`src/rtl/cb_config_chain.sv`:
```
// Connection-block configuration chain tile.
//   A serial frame is shifted through an internal register (SHIFT_W bits per
//   enabled cycle) and committed into a shadow register that drives the
//   connection-block switches. The commit is refused unless a complete frame
//   has been shifted since the last commit, and, when PARITY_EN is set, unless
//   its even parity matches set_par.
// Ports:
//   clk, rst_n           clock, asynchronous active-low reset
//   cen                  shift enable
//   shift_in/shift_out   chain data from upstream / to downstream tile
//   set_in, set_par      one-cycle commit request, expected frame parity
//   conf_out             committed configuration
//   frame_full           a full frame has been shifted since the last commit/reset
//   loaded               at least one commit has been accepted since reset
//   err                  sticky flag, set by a rejected commit, cleared by an accepted one
module cb_config_chain #(
  parameter int unsigned CONF_W    = 64,
  parameter int unsigned SHIFT_W   = 1,
  parameter bit          PARITY_EN = 1'b1
) (
  input  logic               clk,
  input  logic               rst_n,
  input  logic               cen,
  input  logic [SHIFT_W-1:0] shift_in,
  output logic [SHIFT_W-1:0] shift_out,
  input  logic               set_in,
  input  logic               set_par,
  output logic [CONF_W-1:0]  conf_out,
  output logic               frame_full,
  output logic               loaded,
  output logic               err
);

  localparam int unsigned NBEATS = CONF_W / SHIFT_W;
  localparam int unsigned CNT_W  = $clog2(NBEATS + 1);

  if (CONF_W % SHIFT_W != 0) begin : g_bad_width
    $error("CONF_W must be a multiple of SHIFT_W");
  end

  typedef enum logic [1:0] {
    EMPTY,
    PARTIAL,
    FULL
  } state_e;

  logic [CONF_W-1:0] sreg_q, sreg_d;
  logic [CONF_W-1:0] conf_q, conf_d;
  logic [CONF_W-1:0] shifted;
  logic [CNT_W-1:0]  cnt_q, cnt_d;
  logic              par_q, par_d;
  logic              loaded_q, loaded_d;
  logic              err_q, err_d;
  logic              accept;
  state_e            state;

  // A single-beat frame replaces the whole register on each shift.
  if (NBEATS == 1) begin : g_one_beat
    assign shifted = shift_in;
  end else begin : g_multi_beat
    assign shifted = {sreg_q[CONF_W-SHIFT_W-1:0], shift_in};
  end

  // Frame state is a pure function of the beat counter, so the counter itself
  // is the state register and the enum is decoded from it.
  always_comb begin
    state = PARTIAL;
    if (cnt_q == '0) begin
      state = EMPTY;
    end else if (cnt_q == CNT_W'(NBEATS)) begin
      state = FULL;
    end
  end

  assign accept = set_in && (state == FULL) && (!PARITY_EN || (par_q == set_par));

  always_comb begin
    sreg_d   = sreg_q;
    par_d    = par_q;
    cnt_d    = cnt_q;
    conf_d   = conf_q;
    loaded_d = loaded_q;
    err_d    = err_q;

    if (cen) begin
      sreg_d = shifted;
      // Parity follows the register: add incoming bits, drop outgoing bits.
      par_d  = par_q ^ (^shift_in) ^ (^sreg_q[CONF_W-1 -: SHIFT_W]);
      if (state != FULL) begin
        cnt_d = cnt_q + CNT_W'(1);
      end
    end

    // Any commit request restarts the frame count; a same-cycle shift is
    // the first beat of the new frame.
    if (set_in) begin
      cnt_d = cen ? CNT_W'(1) : '0;
      if (accept) begin
        conf_d   = sreg_q;
        loaded_d = 1'b1;
        err_d    = 1'b0;
      end else begin
        err_d    = 1'b1;
      end
    end
  end

  always_ff @(posedge clk or negedge rst_n) begin
    if (!rst_n) begin
      sreg_q   <= '0;
      par_q    <= 1'b0;
      cnt_q    <= '0;
      conf_q   <= '0;
      loaded_q <= 1'b0;
      err_q    <= 1'b0;
    end else begin
      sreg_q   <= sreg_d;
      par_q    <= par_d;
      cnt_q    <= cnt_d;
      conf_q   <= conf_d;
      loaded_q <= loaded_d;
      err_q    <= err_d;
    end
  end

  assign shift_out  = sreg_q[CONF_W-1 -: SHIFT_W];
  assign conf_out   = conf_q;
  assign frame_full = (state == FULL);
  assign loaded     = loaded_q;
  assign err        = err_q;

endmodule

```
`config.mk`:
```
export PLATFORM = sky130hd
export DESIGN_NAME = cb_config_chain
export DESIGN_NICKNAME = d
export VERILOG_FILES = /design/src/rtl/cb_config_chain.sv
export SDC_FILE = /design/constraint.sdc
export NUM_CORES = 1
export LEC_CHECK = 0
export ABC_AREA = 1
export CAP_MARGIN = 20
export CORE_ASPECT_RATIO = 1.25
export CORE_UTILIZATION = 50
export DETAILED_ROUTE_END_ITERATION = 7
export MAX_ROUTING_LAYER = met4
export PLACE_DENSITY = 0.74
export SYNTH_ARGS = -nofsm -noshare
export SYNTH_HDL_FRONTEND = slang
export SYNTH_SLANG_ARGS = --single-unit
```
`constraint.sdc`:
```
create_clock -name clk -period 2 [get_ports clk]
set_input_delay 0.6 -clock clk [delete_from_list [all_inputs] [get_ports clk]]
set_output_delay 0.6 -clock clk [all_outputs]
set_load 0.02 [all_outputs]
```
Yosys cells after proc, flatten, opt, wreduce, memory -nomap -nowiden
Cells that the tools add are included.
W data, S select, Z words.

cells by class
  div/mod/pow operators = 0
  multiply operators = 0
  eq/ne operators = 4
  shift-type cells = 0
  add/sub/neg operators = 1
  bitwise gates (word level) = 2
  reduce and logical (&&, ||, !) cells = 7
  $lt $le $gt $ge = 0
  muxes and demuxes = 7

operators by type and width
  operator               number
  $mux W7                3
  $add A7 B1 Y7 const B  1
  $eq A7 B7 Y1 const B   1
  $logic_not A7 Y1       1
  $mux W2                2
  $reduce_and A2 Y1      2
  $reduce_bool A2 Y1     2
  $eq A2 B2 Y1 const B   1
  $logic_and A1 B1 Y1    2
  $mux W1                2
  $ne A2 B2 Y1 const B   1
  $xor A1 B1 Y1          2
  $eq A1 B1 Y1           1

word-level totals
  memory bits (read-only) = 0
  bits in registers = 138
  RAM bits = 0
  bits in latches = 0
  output and inout port bits = 68
  memories = 0
  input bits = 6
  word-level logic and storage cells = 27

Longest topological paths before layout
Gate-level depths: netlist (run 1).

  depth after elaboration = 7
  depth in mapped cells = 11
  mapped depth without buffers = 9

Worst setup path before layout (run 1)
OpenSTA, ideal clock, no wires.

  path type = register -> output
  start point = register cnt_q[0]
  end point = output port frame_full
  arrival time = 0.927 ns
  slack = 0.473 ns
  cell stages (with the launch flop) = 7
  path buffers = 0
  cells stage by stage = dfrtp_1 -> inv_1 -> ha_1 -> nand2_1 -> inv_1 -> nand3_4 -> inv_4

between the ends
  word-level cells in the longest chain between the ends = 4
  elaborated cells between the ends (all ways) = 5
  those cells by class = 2 x eq/ne; 2 x mux; 1 x reduce/logical

ends and longest elaborated chain
  what                    line  source
  from (decl)             50    logic [CNT_W-1:0] cnt_q, cnt_d;
  from (signal assigned)  119   cnt_q <= cnt_d;
  $eq A7 B7 Y1            70    end else if (cnt_q == CNT_W'(NBEATS)) begin
  $mux W2                 70
  $mux W2 *               68    if (cnt_q == '0) begin
  $eq A2 B2 Y1 *          128   assign frame_full = (state == FULL);
  to (decl)               29    output logic frame_full,

Every way passes the cells marked *; elsewhere a longest branch is shown, timed or not.

Final worst setup path (run 1)
  start point = register conf_q[4] (netlist: conf_out[4])
  end point = output port conf_out[4]

RTL lines
  what                    line  source
  from (decl)             48    logic [CONF_W-1:0] conf_q, conf_d;
  from (signal assigned)  120   conf_q <= conf_d;
  to (decl)               28    output logic [CONF_W-1:0] conf_out,

No word-level cell between the ends.

==> flow_summary_export.csv, run 1 <==
group,metric,value,unit
clocking,cts_tree,"built",
detailed_routing,num_vias,3767,
floorplanning,coreArea,10600,um2
final_layout,syn_to_final_growth,29.9,%
synth,synthMuxAreaShare,0,%
final_layout,layout_common_cells,"nand2_1, dfrtp_1, inv_1",
final_layout,num-fill-cells,802,
timing,hold_viol_final,0,
power,power.total,7030,uW
critical_path,worst-path-max-fanout,2,
synth,synth_edf_count,0,
detailed_routing,drtPass1Iterations,5,
synth,synth_top_family_by_area,"compound AO/OA/AOI/OAI gates",
floorplanning,fp.dieH,119,um
timing,tightest_slew,0.399,ns
clocking,clock_latency,0.41,ns
critical_path,cp_top_family,"buffers and inverters",
final_layout,seqCellArea,3450,um2
final_layout,nNetsFinal,637,
synth,syn_area_per_cell,9.98,um2
power,leakagePower,0.00387,uW
critical_path,worst-r2r-setup-slack,0.40,ns
final_layout,finalNonFillerCells,774,
synth,synth_simple_gate_area_share,12.3,%
synth,synth_area,5470,um2
synth,syn-num-nets,556,
critical_path,crit_path_end_kind,"output pin",
clocking,clkTransAtPathRegs,0.06,ns
timing,timing.slew.headroom,73.4,%
critical_path,r2r_cells,11,
timing,fmax,509,MHz
flow_run,maxCapViolCount,0,
critical_path,slowest_delay,0.61,ns
floorplanning,initial_core_util,51.5,%
critical_path,crit_chain,"clkdlybuf4s50_1",
timing,final-setup-viol-count,0,
global_routing,first_global_vias,3809,
global_routing,grt.total_usage,20.8,%
synth,synthArstFlopShare,100,%
global_routing,grt_max_degree,57,
synth,yosysWarnings,0,
critical_path,timing.critical_path.slowest_stage_cell,"clkdlybuf4s50_1",
final_layout,multi_input_area,1540,um2
synth,ys_seq_elements,138,
synth,ys_types,22,
placed_design,hpwlAfterDp,6780,um
detailed_routing,wl_per_cell,13.2,um
synth,synth_area_leaders,"dfrtp_1, nand2_1, o21ai_0, o21ai_2, inv_1",
clocking,postCtsSetupRepairBufs,0,
timing,rsz0062_at_grt,"true",
power,irDropWorstVdd,0.000654,V
timing,min_period,1.96,ns
floorplanning,dieArea,11400,um2
timing,finalWorstSetupSlack,0.0352,ns
global_routing,grt_pass1_wl,17700,um
final_layout,drive_gt1_share,14.3,%
timing,slew_viol_final,0,
global_routing,overflow,0,
synth,synth_top_cell_by_area,"dfrtp_1",
final_layout,n_antenna_cell,0,
detailed_routing,drc,0,
global_routing,antenna_found_initial,0,
worst_hold_path,hp-class,"in -> async",
critical_path,critPathLaunchType,"flip-flop",
synth,synth-seq-area-share,63.1,%
critical_path,critical_path_buf_inv_count,1,
placed_design,pre_cts_ws,-0.0631,ns
clocking,cts_buffers,17,
synth,synth-xor-area-share,0.641,%
floorplanning,pin_count,74,
clocking,cts-root-buf,"clkbuf_16",
synth,synth_top_area_share,63.1,%
clocking,ctsResizeCount,17,
placed_design,port-buffer-count,73,
detailed_routing,wl,10200,um
placed_design,post_dp_cell_area,6380,um2
clocking,clockBufferDepth,2,
placed_design,dp_cells,742,
placed_design,place.gp.congestion,0.739,
critical_path,arrival,1.36,ns
run_status,status,"finished clean",
clocking,ctsHoldBuffers,0,
detailed_routing,viasPerCell,4.87,
floorplanning,rows,42,
synth,synth_top_flop_cell,"dfrtp_1",
synth,synth-adder-area-share,0.458,%
critical_path,path_depth,1,
final_layout,final_common_cell,"nand2_1",
critical_path,cp.required,1.40,ns
power,pwr_density_cell,989,nW/um2
clocking,h-tree-depth,4,
timing,clock_skew,0.00684,ns
timing,post-route-period-util,98.2,%
timing,fin_hold_ws,0.106,ns
synth,synth-compound-area-share,14.7,%
detailed_routing,ant_nets,0,
clocking,cts_sinks,138,
critical_path,path_class,"reg -> out",
detailed_routing,drt-initial-drc-count,268,
floorplanning,fp.dieW,95.5,um
synth,synthCells,548,
final_layout,stdcell_area,7100,um2
-- metrics by stage --
stage	setup TNS, ns	utilization [%]
after floorplan	0	-
after global placement	-0.0391	60.1
after detailed placement	-0.0631	60.1
after CTS	0	66.1
after global routing	-0.0370	66.9
final	0	66.9
-- kinds of logic (layout without fill, tap and decap cells) --
kind of cell,after synthesis,after routing
compound gates,133,133
buf+inv,103,197
simple gates,168,168
fa+ha+maj,2,2
flops,138,138
xor+xnor,4,4
-- final cells by class --
| class | instances | share of cell area [%] |
|---|---|---|
| sequential | 138 | 48.6 |
| multi-input combinational | 307 | 21.7 |
| timing repair buffer | 91 | 14.2 |
| clock buffer | 21 | 6.48 |
| inverter | 74 | 3.95 |
| clock inverter | 11 | 2.71 |
| tap | 132 | 2.33 |
-- power breakdown --
group          switching, uW  total [uW]  internal [uW]
logic                    329         481            152
registers                130        3140           3020
clock network           1120        3400           2280
-- metal layers --
metal,global-route usage (%),share of wire [%],vias up,wire length (um)
met5,-,0,-,0
met4,9.24,1.6,0,159
met3,4.41,3.5,15,358
met2,32.8,52,70,5340
met1,25.7,43,1798,4330
li1,-,-,1884,-
-- synthesized netlist by cell type (all sizes together), types with 2 or more instances --
| cell | instances |
|---|---|
| nor2 | 10 |
| nand4 | 4 |
| a21oi | 2 |
| inv | 74 |
| clkbuf | 10 |
| o21ai | 129 |
| ha | 2 |
| xor2 | 2 |
| buf | 19 |
| nand3 | 5 |
| nand2 | 149 |
| xnor2 | 2 |
| dfrtp | 138 |
-- final timing paths --
check,from,endpoint
max,conf_out[4]$_DFFE_PN0P_,conf_out[4]
min,rst_n,conf_out[32]$_DFFE_PN0P_
max reg2reg,cnt_q[1]$_DFFE_PN0P_,conf_out[61]$_DFFE_PN0P_
min reg2reg,loaded$_DFFE_PN0P_,loaded$_DFFE_PN0P_
max in group asynchronous,rst_n,conf_out[41]$_DFFE_PN0P_
min in group clk,loaded$_DFFE_PN0P_,loaded$_DFFE_PN0P_
-- registers in the layout, summed over array words and instances, names as in the netlist --
signal and count:
conf_out 64, sreg_q 64, cnt_q 7, err 1, loaded 1, par_q 1
No activity file was read; power rests on OpenSTA's default activity.
==> run 2: changes to the inputs <==
--- a/config.mk
+++ b/config.mk
@@ -9,7 +9,9 @@
 export CAP_MARGIN = 20
 export CORE_ASPECT_RATIO = 1.25
 export CORE_UTILIZATION = 50
+export CTS_CLUSTER_DIAMETER = 200
 export DETAILED_ROUTE_END_ITERATION = 7
+export HOLD_SLACK_MARGIN = 0.1
 export MAX_ROUTING_LAYER = met4
 export PLACE_DENSITY = 0.74
 export SYNTH_ARGS = -nofsm -noshare
==> results of run 2 <==
The final DEF is identical to that of run 1; final timing and power are the same.
